[config.mk]
export PLATFORM = sky130hd
export DESIGN_NAME = multiplier_n
export DESIGN_NICKNAME = d
export VERILOG_FILES = /design/src/rtl/mult_pkg.sv /design/src/rtl/nbit_add_sub.sv /design/src/rtl/multiplier_n.sv
export SDC_FILE = /design/constraint.sdc
export NUM_CORES = 1
export LEC_CHECK = 0
export BUFFER_PORTS_ARGS = -buffer_cell sky130_fd_sc_hd__buf_4
export CAP_MARGIN = 20
export CORE_ASPECT_RATIO = 1.4
export CORE_UTILIZATION = 33
export CTS_CLUSTER_SIZE = 10
export DETAILED_ROUTE_END_ITERATION = 7
export PLACE_DENSITY = 0.56
export SYNTH_ARGS = -nofsm -noshare
export SYNTH_HDL_FRONTEND = slang
export SYNTH_HIERARCHICAL = 1
export SYNTH_SLANG_ARGS = --single-unit
[constraint.sdc]
create_clock -name CLK -period 4.06 [get_ports CLK]
set_input_delay 0.203 -clock CLK [delete_from_list [all_inputs] [get_ports CLK]]
set_output_delay 0.203 -clock CLK [all_outputs]
set_load 0.02 [all_outputs]
[src/rtl/mult_pkg.sv]
// Shared types and helpers for the iterative shift-add multiplier.
package mult_pkg;

  typedef enum logic [1:0] {
    IDLE  = 2'd0,
    ADD   = 2'd1,
    SHIFT = 2'd2,
    HOLD  = 2'd3
  } mult_state_t;

  // The bit counter only ever reaches WIDTH-1, so $clog2(WIDTH) bits are enough.
  function automatic int cnt_width(input int w);
    return (w <= 2) ? 1 : $clog2(w);
  endfunction

endpackage

[src/rtl/nbit_add_sub.sv]
// Combinational N-bit adder/subtractor: y = sub ? a - b : a + b (modulo 2^N).
module nbit_add_sub #(
  parameter int N = 9
) (
  input  logic [N-1:0] a_i,
  input  logic [N-1:0] b_i,
  input  logic         sub_i,
  output logic [N-1:0] y_o
);

  assign y_o = sub_i ? (a_i - b_i) : (a_i + b_i);

endmodule

[src/rtl/multiplier_n.sv]
// Iterative shift-add WIDTH x WIDTH multiplier producing {A,B}, signed or unsigned.
// Optional overflow flag output OVF when MULT_OVF_EN is defined.
module multiplier_n
  import mult_pkg::*;
#(
  parameter int WIDTH = 8
) (
  input  logic             CLK,
  input  logic             RESET,
  input  logic             RUN,
  input  logic             CLEARA_LOADB,
  input  logic             SIGNED_MODE,
  input  logic [WIDTH-1:0] S,
  output logic [WIDTH-1:0] AVAL,
  output logic [WIDTH-1:0] BVAL,
  output logic             X,
  output logic             BUSY,
  output logic             DONE
`ifdef MULT_OVF_EN
  ,
  output logic             OVF
`endif
);

  localparam int CW = cnt_width(WIDTH);

  mult_state_t      state_q, state_d;
  logic [WIDTH-1:0] a_q, a_d, b_q, b_d, m_q, m_d;
  logic             x_q, x_d, sgn_q, sgn_d;
  logic [CW-1:0]    count_q, count_d;
  logic             busy_q, busy_d, done_q, done_d;
  logic             last_s, start_s;
  logic [WIDTH:0]   sum_s;

  assign last_s  = (count_q == CW'(WIDTH - 1));
  assign start_s = (state_q == IDLE) && CLEARA_LOADB && !RUN;

  // The final partial product carries negative weight in signed mode, hence the subtract.
  nbit_add_sub #(.N(WIDTH + 1)) u_add_sub (
    .a_i   ({sgn_q & a_q[WIDTH-1], a_q}),
    .b_i   ({sgn_q & m_q[WIDTH-1], m_q}),
    .sub_i (sgn_q & last_s),
    .y_o   (sum_s)
  );

  // Next-state and datapath update
  always_comb begin
    state_d = state_q;
    a_d     = a_q;
    b_d     = b_q;
    m_d     = m_q;
    x_d     = x_q;
    sgn_d   = sgn_q;
    count_d = count_q;
    busy_d  = (state_q == ADD) || (state_q == SHIFT);
    done_d  = (state_q == HOLD);
    case (state_q)
      IDLE: begin
        if (!CLEARA_LOADB) begin
          a_d = '0;
          x_d = 1'b0;
          b_d = S;
        end else if (!RUN) begin
          m_d     = S;
          sgn_d   = SIGNED_MODE;
          a_d     = '0;
          x_d     = 1'b0;
          count_d = '0;
          state_d = ADD;
        end else begin
          state_d = IDLE;
        end
      end
      ADD: begin
        if (b_q[0]) begin
          {x_d, a_d} = sum_s;
        end else begin
          {x_d, a_d} = {x_q, a_q};
        end
        state_d = SHIFT;
      end
      SHIFT: begin
        {x_d, a_d, b_d} = {sgn_q & x_q, x_q, a_q, b_q[WIDTH-1:1]};
        count_d = count_q + 1'b1;
        if (last_s) begin
          state_d = HOLD;
        end else begin
          state_d = ADD;
        end
      end
      HOLD: begin
        if (RUN) begin
          state_d = IDLE;
        end else begin
          state_d = HOLD;
        end
      end
      default: begin
        state_d = IDLE;
      end
    endcase
  end

  // State and datapath registers
  always_ff @(posedge CLK or negedge RESET) begin
    if (!RESET) begin
      state_q <= IDLE;
      a_q     <= '0;
      b_q     <= '0;
      m_q     <= '0;
      x_q     <= 1'b0;
      sgn_q   <= 1'b0;
      count_q <= '0;
      busy_q  <= 1'b0;
      done_q  <= 1'b0;
    end else begin
      state_q <= state_d;
      a_q     <= a_d;
      b_q     <= b_d;
      m_q     <= m_d;
      x_q     <= x_d;
      sgn_q   <= sgn_d;
      count_q <= count_d;
      busy_q  <= busy_d;
      done_q  <= done_d;
    end
  end

  assign AVAL = a_q;
  assign BVAL = b_q;
  assign X    = x_q;
  assign BUSY = busy_q;
  assign DONE = done_q;

`ifdef MULT_OVF_EN
  logic ovf_q, ovf_d;

  // Overflow is judged on the final shifted values, as they enter HOLD.
  always_comb begin
    ovf_d = ovf_q;
    if (start_s) begin
      ovf_d = 1'b0;
    end else if ((state_q == SHIFT) && last_s) begin
      if (sgn_q) begin
        ovf_d = ({x_d, a_d} != {(WIDTH + 1){b_d[WIDTH-1]}});
      end else begin
        ovf_d = (a_d != '0);
      end
    end else begin
      ovf_d = ovf_q;
    end
  end

  // Overflow flag register
  always_ff @(posedge CLK or negedge RESET) begin
    if (!RESET) begin
      ovf_q <= 1'b0;
    end else begin
      ovf_q <= ovf_d;
    end
  end

  assign OVF = ovf_q;
`endif

endmodule

==> metrics.md, run 1 <==
| Metric | Value |
|---|---|
| Residual DRC | `0` |
| Transition time of the tightest slew-check pin | `0.643 ns` |
| Critical path data required time | `4.23 ns` |
| Total inserted antenna cells | `0` |
| Sequential fraction of design power | `27.4%` |
| Crit-path max FO | `8` |
| Die H | `roughly 98 um` |
| Cell internal pwr | `1.30 mW` |
| Number of failing setup endpoints in the final timing report | `0` |
| Final core area utilization | `40.6%` |
| Mapped Avg Cell Area | `between 10 and 15 um2` |
| Cell with the largest stage delay on the worst path | `sky130_fd_sc_hd__mux2_2` |
| CP arrival | `3.17 ns` |
| Run status | `finished, final reports clean` |
| Worst slew margin | `approximately 57%` |
| TritonCTS Sinks | `33` |
| Vias per inst | `about 5.3` |
| Leakage power of the design | `about 1.1 nW` |
| Cts hold-fix bufs | `1` |
| Final worst clock skew | `0.00355 ns` |
| Clock transition at path regs | `about 0.070 ns` |
| Weighted congestion reported at the end of routability-driven placement | `0.810` |
| Net Count, Synth | `237` |
| Synth area leaders | `sky130_fd_sc_hd__dfrtp_1, sky130_fd_sc_hd__mux2_2, sky130_fd_sc_hd__ha_1` |
| Ordered cell list for the critical path | `ha_1 > ha_1 > and2_1 > mux2_2 > inv_1 > ha_1 > nor2b_1 > o31a_1 > o21ai_1 > a21boi_1 > xor2_1 > a22oi_1 > nor2b_1 > mux2_2` |
| Overflow after GRT | `0` |
| Routed WL per cell | `between 15 and 20 um` |
| Path type of the worst min-delay path | `in2reg` |
| Total wire length after detailed routing | `4870 um` |
| Area Overhead vs Synth | `18.0%` |
| Peak supply drop | `0.397 mV` |
| First DRT Iteration DRCs | `40` |
| Yosys warns | `6` |
| Post-synthesis async set-or-reset flop share | `100%` |
| Area leader, netlist | `sky130_fd_sc_hd__dfrtp_1` |
| Pre-antenna DRT Iters | `4` |
| Number of gates on the worst path with buffers counted | `14` |
| Count of buffers added by post-CTS timing repair for setup | `0` |
| Remaining antenna violation count | `0` |
| Post-synth top cells | `sky130_fd_sc_hd__dfrtp_1, sky130_fd_sc_hd__mux2_2, sky130_fd_sc_hd__ha_1` |
| Clock latency at the later pin of the worst-skew pair | `0.28 ns` |
| Logic pwr share | `62.3%` |
| Net switching power of the design | `roughly 1.1 mW` |
| Root buffer cell | `sky130_fd_sc_hd__clkbuf_8` |
| Portion of synthesized cell area occupied by the leading cell type | `38.4%` |
| Cell area after synthesis | `2150 um2` |
| Final critical-path share of the clock period | `between 70% and 80%` |
| Net Sw Frac | `between 40% and 50%` |
| Die boundary width | `between 70 and 80 um` |
| Count of pins on the block boundary | `32` |
| Fraction of layout cells with a size suffix above 1 | `28.0%` |
| Share of power burned in the clock network | `10.3%` |
| Total Routing Usage GR | `between 10% and 20%` |
| Power density over the cells | `929 nW/um2` |
| Layout Nets | `269` |
| Sequential share of the synthesized area | `38.4%` |
| R2R cell count | `14` |
| Number of antenna violations at the first check in global routing | `0` |
| Max Clk Rate | `0.333 GHz` |
| Vias after detailed routing | `1662` |
| Total Neg Setup Slack | `0 ns` |
| Cell type with the highest occurrence count on the critical path | `sky130_fd_sc_hd__ha_1` |
| Number of H-tree levels | `2` |
| CTS max path bufs | `2` |
| Synth Instances | `roughly 210` |
| Initial core utilization | `roughly 34%` |
| Buffers added on ports | `31` |
| Clock buffer count from CTS | `5` |
| Largest stage delay on the critical path | `approximately 0.40 ns` |
| Max-capacitance violation count | `0` |
| TritonCTS clock tree | `yes` |
| Yosys cell types | `43` |
| Crit path capture type | `flop` |
| Wire length of the first global-routing pass | `roughly 8200 um` |
| Startpoint kind of the worst setup timing path | `flop` |
| Number of global-route vias before repair | `1643` |
| Number of enable-type register cells in the synthesized netlist | `0` |
| Overall die area | `6850 um2` |
| Classification of the worst setup path | `reg2reg` |
| Max Transition Viols Final | `0` |
| Number of synthesized register bits | `33` |
| Core region area | `between 6000 and 7000 um2` |
| RSZ-0062 raised after global routing | `false` |
| Top Family by Delay on Critical Path | `compound AO/OA/AOI/OAI gates` |
| Floorplan row count | `34` |
| Most frequent cell after synthesis | `sky130_fd_sc_hd__dfrtp_1` |
| Final Hold Violating Endpoints | `0` |
| Hold-critical path depth | `2` |
| Maximum number of pins on one net before global-route repair | `34` |
| Estimated wirelength of the detail-placed design | `3680 um` |
| Crit path buf inv count | `1` |
| Clock period minus final worst setup slack | `3.00 ns` |
| Cts repair resizes | `0` |
| Post-synth top flop | `sky130_fd_sc_hd__dfrtp_1` |
## metrics by stage
step | instances | worst slack [ns] | power (mW) | hold WS, ns | area, um2
floorplan | 206 | 1.16 | 1.74 | -0.0926 | 2150
global placement | 302 | 1.09 | 2.11 | 0.183 | 2440
detailed placement | 302 | 1.04 | 2.14 | 0.183 | 2440
CTS | 311 | 1.02 | 2.39 | 0.142 | 2540
global route | 311 | 0.750 | 2.57 | 0.148 | 2540
finish | 311 | 1.06 | 2.36 | 0.152 | 2540
## area by class of cell
cell class / count / area, um2
Inverter: 15 / 56.3
Clock buffer: 5 / 68.8
Timing Repair Buffer: 32 / 243
Clock inverter: 3 / 17.5
Tap cell: 72 / 90.1
Fill cell: 637 / 3710
Sequential cell: 33 / 826
Multi-Input combinational cell: 151 / 1240
## cell usage in the layout, fill, tap and decap left out, types with 3 or more instances in the layout
master,synthesis,layout
sky130_fd_sc_hd__ha_1,17,17
sky130_fd_sc_hd__buf_4,0,31
sky130_fd_sc_hd__nor3_1,3,3
sky130_fd_sc_hd__o21ai_0,4,4
sky130_fd_sc_hd__and2_1,3,3
sky130_fd_sc_hd__inv_1,14,14
sky130_fd_sc_hd__mux2_2,19,19
sky130_fd_sc_hd__clkbuf_8,0,5
sky130_fd_sc_hd__a21oi_1,14,14
sky130_fd_sc_hd__o22ai_1,14,14
sky130_fd_sc_hd__xnor2_1,11,11
sky130_fd_sc_hd__nor2_1,9,9
sky130_fd_sc_hd__nand2_1,4,4
sky130_fd_sc_hd__dfrtp_1,33,33
sky130_fd_sc_hd__nor2b_1,12,12
sky130_fd_sc_hd__a22oi_1,8,8
sky130_fd_sc_hd__o21a_1,3,3
## state kept, by name (all words and copies together) (netlist names)
signal,count
AVAL,8
BVAL,8
m_q,8
count_q,3
state_q,2
BUSY,1
DONE,1
X,1
sgn_q,1
## path summary, 6_finish.rpt
check                            startpoint  slack, ns         end
worst max register to register   count_q[0]       1.06     AVAL[7]
worst min register to register   count_q[1]       0.53  count_q[1]
worst min-delay path            SIGNED_MODE       0.15       sgn_q
worst max-delay path             count_q[0]       1.06     AVAL[7]
max in group asynchronous             RESET       3.34     BVAL[1]
min in group asynchronous             RESET       0.41        DONE
## power groups by stage
stage / clock, mW / combinational, mW / sequential [mW]
2_1_floorplan: 0 / 1.02 / 0.712
3_3_place_gp: 0 / 1.46 / 0.652
3_5_place_dp: 0 / 1.48 / 0.655
4_1_cts: 0.258 / 1.49 / 0.649
5_1_grt: 0.272 / 1.62 / 0.674
6_report: 0.244 / 1.47 / 0.646
## cell families after synthesis
kind of cell | Yosys count | share of synthesized area [%]
xor gates and xnor gates | 13 | 5.29
and+or+nand+nor | 42 | 12.4
DFF | 33 | 38.4
adders and majority gates | 18 | 10.8
AOI/OAI and AO/OA | 57 | 18.2
muxes | 21 | 10.9
buffers and inverters | 22 | 4.07
## routing by layer
| metal | global-route usage, % | vias to the layer above | part of all wire [%] |
|---|---|---|---|
| li1 | - | 804 | - |
| met1 | 18.0 | 831 | 41 |
| met2 | 27.2 | 23 | 55 |
| met3 | 2.59 | 4 | 2.0 |
| met4 | 6.00 | 0 | 1.7 |
| met5 | 0 | - | 0 |
No activity file was read; power rests on OpenSTA's default activity.
==> run 2: changes to the inputs <==
clock period = 2.85 ns   (was 4.06 ns; I/O delays follow)
==> metrics.md, run 2 (synthesized netlist as in run 1, its figures left out) <==
| Metric | Value |
|---|---|
| Total Power | `3.72 mW (was 2.36 mW)` |
| Final core area utilization | `43.4% (was 40.6%)` |
| Peak supply drop | `0.593 mV (was 0.397 mV)` |
| Most frequent standard cell in the layout excluding fill and tap cells | `sky130_fd_sc_hd__buf_4 (was sky130_fd_sc_hd__dfrtp_1)` |
| Weighted congestion reported at the end of routability-driven placement | `0.773 (was 0.810)` |
| Routed WL per cell | `15.3 um (was 15.7 um)` |
| Worst hold start | `SIGNED_MODE (unchanged)` |
| Clock latency at the later pin of the worst-skew pair | `0.29 ns (was 0.28 ns)` |
| Die boundary width | `70.3 um (unchanged)` |
| Path type of the worst min-delay path | `in2reg (unchanged)` |
| Initial core utilization | `34.4% (unchanged)` |
| Die H | `97.6 um (unchanged)` |
| Overflow after GRT | `0 (unchanged)` |
| First DRT Iteration DRCs | `73 (was 40)` |
| RSZ-0062 raised after global routing | `true (was false)` |
| Worst slew margin | `61.4% (was 57.1%)` |
| Transition time of the tightest slew-check pin | `0.579 ns (was 0.643 ns)` |
| Startpoint kind of the worst setup timing path | `flop (unchanged)` |
| Remaining antenna violation count | `0 (unchanged)` |
| Maximum number of pins on one net before global-route repair | `34 (unchanged)` |
| Crit path capture type | `flop (unchanged)` |
| CP arrival | `2.99 ns (was 3.17 ns)` |
| Clock period minus final worst setup slack | `2.81 ns (was 3.00 ns)` |
| Crit path buf inv count | `1 (unchanged)` |
| Layout Nets | `283 (was 269)` |
| Area after detailed placement | `2520 um2 (was 2440 um2)` |
| Ordered cell list for the critical path | `ha_2 > ha_2 > and2_4 > mux2_4 > inv_2 > ha_1 > nor2b_4 > o31a_1 > o21ai_2 > a21boi_1 > xor2_1 > a22oi_1 > nor2b_1 > mux2_2 (was ha_1 > ha_1 > and2_1 > mux2_2 > inv_1 > ha_1 > nor2b_1 > o31a_1 > o21ai_1 > a21boi_1 > xor2_1 > a22oi_1 > nor2b_1 > mux2_2)` |
| Reg-to-reg critical path startpoint | `count_q[0] (unchanged)` |
| Final WS setup | `0.0359 ns (was 1.06 ns)` |
| Vias per inst | `5.20 (was 5.34)` |
| Power density over the cells | `1370 nW/um2 (was 929 nW/um2)` |
| Number of antenna violations at the first check in global routing | `0 (unchanged)` |
| R2R cell count | `14 (unchanged)` |
| Fraction of layout cells with a size suffix above 1 | `36.0% (was 28.0%)` |
| Number of failing setup endpoints in the final timing report | `0 (unchanged)` |
| Vias after detailed routing | `1690 (was 1662)` |
| Hold-critical path endpoint | `sgn_q (unchanged)` |
| Design area | `2720 um2 (was 2540 um2)` |
| Residual DRC | `0 (unchanged)` |
| Run status | `finished, final reports clean (unchanged)` |
| Total wire length after detailed routing | `4980 um (was 4870 um)` |
| Final critical-path share of the clock period | `98.7% (was 74.0%)` |
| TritonCTS clock tree | `yes (unchanged)` |
| Count of pins on the block boundary | `32 (unchanged)` |
| Leakage power of the design | `1.23 nW (was 1.13 nW)` |
| Core region area | `6250 um2 (unchanged)` |
| Final worst clock skew | `0.00582 ns (was 0.00355 ns)` |
| Setup slack on the worst flop-to-flop path | `0.04 ns (was 1.06 ns)` |
| CTS max path bufs | `2 (unchanged)` |
| Buffers added on ports | `31 (unchanged)` |
| Number of global-route vias before repair | `1699 (was 1643)` |
| Max Transition Viols Final | `0 (unchanged)` |
| Max Clk Rate | `0.355 GHz (was 0.333 GHz)` |
| Area Overhead vs Synth | `26.2% (was 18.0%)` |
| Classification of the worst setup path | `reg2reg (unchanged)` |
| Crit-path max FO | `4 (was 8)` |
| Worst slack at placement | `-0.0779 ns (was 1.04 ns)` |
| Cell type with the highest occurrence count on the critical path | `sky130_fd_sc_hd__ha_2 (was sky130_fd_sc_hd__ha_1)` |
| Total Routing Usage GR | `15.7% (was 15.3%)` |
| Critical path data required time | `3.02 ns (was 4.23 ns)` |
| Cell with the largest stage delay on the worst path | `sky130_fd_sc_hd__dfrtp_1 (was sky130_fd_sc_hd__mux2_2)` |
| Overall die area | `6850 um2 (unchanged)` |
| Number of H-tree levels | `2 (unchanged)` |
| Total Neg Setup Slack | `0 ns (unchanged)` |
| Clock transition at path regs | `0.07 ns (about the same)` |
| Largest stage delay on the critical path | `0.40 ns (about the same)` |
| TritonCTS Sinks | `33 (unchanged)` |
| Leading cell types in the layout, fill and taps excluded | `sky130_fd_sc_hd__buf_4, sky130_fd_sc_hd__dfrtp_1, sky130_fd_sc_hd__mux2_2 (was sky130_fd_sc_hd__dfrtp_1, sky130_fd_sc_hd__buf_4, sky130_fd_sc_hd__mux2_2)` |
| Floorplan row count | `34 (unchanged)` |
| Total inserted antenna cells | `0 (unchanged)` |
| Clock buffer count from CTS | `5 (unchanged)` |
| Final Hold Violating Endpoints | `0 (unchanged)` |
| Wire length of the first global-routing pass | `8500 um (was 8200 um)` |
| Pre-antenna DRT Iters | `4 (unchanged)` |
| Hold-critical path depth | `2 (unchanged)` |
| Estimated wirelength of the detail-placed design | `3690 um (was 3680 um)` |
| Terminus of the critical flop-to-flop path | `AVAL[7] (unchanged)` |
| Root buffer cell | `sky130_fd_sc_hd__clkbuf_8 (unchanged)` |
| Top Family by Delay on Critical Path | `compound AO/OA/AOI/OAI gates (unchanged)` |
| Max-capacitance violation count | `0 (unchanged)` |
## run 2: report_power, final
group,switching [mW],total [mW],internal [mW]
registers,0.233,0.912,0.679
logic,1.14,2.36,1.22
clock network,0.195,0.457,0.262
total,1.57,3.72,2.16
## run 2: cell type report
type,count,area (um2)
clock buffer,5,68.8
clock inverter,3,46.3
fill,627,3540
inverter,15,56.3
multi-input combinational,151,1280
sequential,33,826
tap,72,90.1
timing repair buffer,46,348
## run 2: per-stage QoR
step	cells	hold WS, ns
5_1_grt	325	0.0837
3_3_place_gp	312	0.127
6_report	325	0.0866
3_5_place_dp	312	0.123
4_1_cts	321	0.0781
2_1_floorplan	206	-0.153
## run 2: how the worst max path moves through the flow
stage | from | end | slack [ns] | cells past startpoint
after global placement | count_q[0] | AVAL[7] | -0.02 | 14
final | count_q[0] | AVAL[7] | 0.04 | 14
after floorplan | count_q[0] | AVAL[7] | -0.01 | 15
after global routing | count_q[0] | AVAL[7] | -0.11 | 14
after detailed placement | count_q[0] | AVAL[7] | -0.08 | 14
after CTS | count_q[0] | AVAL[5] | 0.01 | 14
## run 2: timing repair
item,4_1_cts,5_1_grt
endpoints found under the hold margin,33,0
hold buffers,1,0
pin swaps,1,3
endpoints found under the setup margin,3,4
buffers inserted,0,4
resized for setup,8,4
## run 2: routing by layer
layer	vias to the layer above	routed length, um	GRT usage, %
li1	831	-	-
met5	-	0	0
met4	0	70	5.54
met1	827	2080	18.9
met3	4	129	3.01
met2	28	2700	27.5
==> run 3: changes to the inputs <==
RECOVER_POWER = 100   (was unset)
==> metrics.md, run 3 (synthesized netlist as in run 1, its figures left out) <==
| Metric | Value |
|---|---|
| Weighted congestion reported at the end of routability-driven placement | `0.773 (unchanged)` |
| Maximum number of pins on one net before global-route repair | `34 (unchanged)` |
| Clock period minus final worst setup slack | `2.82 ns (was 2.81 ns)` |
| Core region area | `6250 um2 (unchanged)` |
| Final Hold Violating Endpoints | `0 (unchanged)` |
| Clock transition at path regs | `0.07 ns (about the same)` |
| Worst slack at placement | `-0.0779 ns (unchanged)` |
| Worst slew margin | `-22.6% (was 61.4%)` |
| Global routing met2 resource utilization | `27.5% (unchanged)` |
| Leading cell types in the layout, fill and taps excluded | `sky130_fd_sc_hd__dfrtp_1, sky130_fd_sc_hd__buf_4, sky130_fd_sc_hd__clkbuf_1 (was sky130_fd_sc_hd__buf_4, sky130_fd_sc_hd__dfrtp_1, sky130_fd_sc_hd__mux2_2)` |
| Die boundary width | `70.3 um (unchanged)` |
| Fraction of layout cells with a size suffix above 1 | `27.3% (was 36.0%)` |
| Crit-path max FO | `4 (unchanged)` |
| Met3 usage | `3.01% (unchanged)` |
| Vias per inst | `5.18 (was 5.20)` |
| Leakage power of the design | `1.14 nW (was 1.23 nW)` |
| Power density over the cells | `1370 nW/um2 (about the same)` |
| Design area | `2620 um2 (was 2720 um2)` |
| Die H | `97.6 um (unchanged)` |
| Initial core utilization | `34.4% (unchanged)` |
| Overall die area | `6850 um2 (unchanged)` |
| Fillcell total | `640 (was 627)` |
| Number of failing setup endpoints in the final timing report | `0 (unchanged)` |
| Critical path data required time | `3.03 ns (was 3.02 ns)` |
| Violated checks | `max-capacitance violations, max-slew violations` |
| TritonCTS Sinks | `33 (unchanged)` |
| Vias after detailed routing | `1683 (was 1690)` |
| Number of cells in the design after placement | `312 (unchanged)` |
| Count of pins on the block boundary | `32 (unchanged)` |
| Remaining antenna violation count | `0 (unchanged)` |
| Total Power | `3.61 mW (was 3.72 mW)` |
| Peak supply drop | `0.537 mV (was 0.593 mV)` |
| Number of H-tree levels | `2 (unchanged)` |
| Number of antenna violations at the first check in global routing | `0 (unchanged)` |
| Run status | `complete, but fails checks (was finished, final reports clean)` |
| Startpoint kind of the worst setup timing path | `flop (unchanged)` |
| Met1 routing resource usage after global routing | `18.9% (unchanged)` |
| Clock buffer count from CTS | `5 (unchanged)` |
| CTS max path bufs | `2 (unchanged)` |
| Pre-antenna DRT Iters | `4 (unchanged)` |
| Total area of multi-input combinational cells | `1270 um2 (was 1280 um2)` |
| Area Overhead vs Synth | `21.9% (was 26.2%)` |
| Final std cells w/o fill | `325 (unchanged)` |
| Total Routing Usage GR | `15.7% (unchanged)` |
| Buffers added on ports | `31 (unchanged)` |
| Sequential Area | `826 um2 (unchanged)` |
| Max-capacitance violation count | `1 (was 0)` |
| Classification of the worst setup path | `reg2reg (unchanged)` |
| TritonCTS clock tree | `yes (unchanged)` |
| Most frequent standard cell in the layout excluding fill and tap cells | `sky130_fd_sc_hd__dfrtp_1 (was sky130_fd_sc_hd__buf_4)` |
| Final WS setup | `0.0318 ns (was 0.0359 ns)` |
| Cell with the largest stage delay on the worst path | `sky130_fd_sc_hd__dfrtp_1 (unchanged)` |
| Transition time of the tightest slew-check pin | `1.84 ns (was 0.579 ns)` |
| Number of global-route vias before repair | `1699 (unchanged)` |
| Floorplan row count | `34 (unchanged)` |
| Clock latency at the later pin of the worst-skew pair | `0.29 ns (about the same)` |
| Max Clk Rate | `0.355 GHz (about the same)` |
| Largest stage delay on the critical path | `0.40 ns (about the same)` |
| Layout Nets | `283 (unchanged)` |
| RSZ-0062 raised after global routing | `true (unchanged)` |
| Total inserted antenna cells | `0 (unchanged)` |
| Total Neg Setup Slack | `0 ns (unchanged)` |
| Cell type with the highest occurrence count on the critical path | `sky130_fd_sc_hd__ha_2 (unchanged)` |
| Setup slack on the worst flop-to-flop path | `0.03 ns (was 0.04 ns)` |
| Final critical-path share of the clock period | `98.9% (was 98.7%)` |
| Overflow after GRT | `0 (unchanged)` |
| Total wire length after detailed routing | `4950 um (was 4980 um)` |
| Crit path capture type | `flop (unchanged)` |
| Root buffer cell | `sky130_fd_sc_hd__clkbuf_8 (unchanged)` |
| Estimated wirelength of the detail-placed design | `3690 um (unchanged)` |
| Routed WL per cell | `15.2 um (was 15.3 um)` |
| Path type of the worst min-delay path | `in2reg (unchanged)` |
| First DRT Iteration DRCs | `65 (was 73)` |
| Ordered cell list for the critical path | `ha_2 > ha_2 > and2_4 > mux2_4 > inv_2 > ha_1 > nor2b_4 > o31a_1 > o21ai_2 > a21boi_1 > xor2_1 > a22oi_1 > nor2b_1 > mux2_2 (unchanged)` |
| Area after detailed placement | `2520 um2 (unchanged)` |
| Final worst clock skew | `0.00695 ns (was 0.00582 ns)` |
| Routing layer with the top usage in global route | `met2 (unchanged)` |
| Wire length of the first global-routing pass | `8500 um (unchanged)` |
| CP arrival | `2.99 ns (about the same)` |
| Residual DRC | `0 (unchanged)` |
| Max Transition Viols Final | `34 (was 0)` |
[run 3: cell types whose count changed in the layout (fill, tap and decap cells not counted), sizes merged]
cell,previous run,this run
buf,45,24
clkbuf,5,26
[run 3: repair_timing]
item                                   in CTS  in global routing
setup endpoints to repair                   3                  4
pin swaps                                   1                  3
gates resized for setup                     8                  4
cloned                                      0                  0
endpoints found under the hold margin      33                  0
hold buffers                                1                  0
buffers inserted                            0                  4
[run 3: final cells by class]
cell class              instances  area share, %
clock buffers                   5           2.62
well taps                      72           3.43
flip-flops and latches         33           31.5
clock inverters                 3           1.76
repair buffers                 46           10.3
multi-input cells             151           48.3
inverters                      15           2.15
[run 3: critical path, delay by kind of cell (launching register included)]
family | cells | cell delay, ns
AO/OA/AOI/OAI | 4 | 0.63
XOR/XNOR | 1 | 0.15
adder cells (fa/ha/maj) | 3 | 0.57
buffers and inverters | 1 | 0.05
flip-flops | 1 | 0.40
multiplexers | 2 | 0.57
AND/OR/NAND/NOR | 3 | 0.35
[run 3: power by group]
part           internal [mW]  leakage, nW  switching (mW)  total, mW
Sequential             0.679        0.407           0.228      0.907
Clock                  0.262       0.0543           0.195      0.456
Combinational           1.11        0.683            1.13       2.24
[run 3: final timing paths]
kind	from	to	cells after the start
max	count_q[0]	AVAL[7]	14
min	SIGNED_MODE	sgn_q	2
max reg2reg	count_q[0]	AVAL[7]	14
min reg2reg	count_q[2]	count_q[2]	2
max in group asynchronous	RESET	m_q[7]	2
min in group asynchronous	RESET	AVAL[4]	2
[run 3: layer usage]
metal / routed length, um / up-vias
met5: 0 / -
met4: 77 / 0
met3: 123 / 6
met2: 2670 / 31
met1: 2080 / 816
li1: - / 830
[run 3: stage by stage]
stage | utilization, % | hold slack [ns]
6_report | 42.0 | 0.0857
5_1_grt | 42.0 | 0.0837
4_1_cts | 42.7 | 0.0781
3_5_place_dp | 40.3 | 0.123
3_3_place_gp | 40.3 | 0.127
2_1_floorplan | - | -0.153
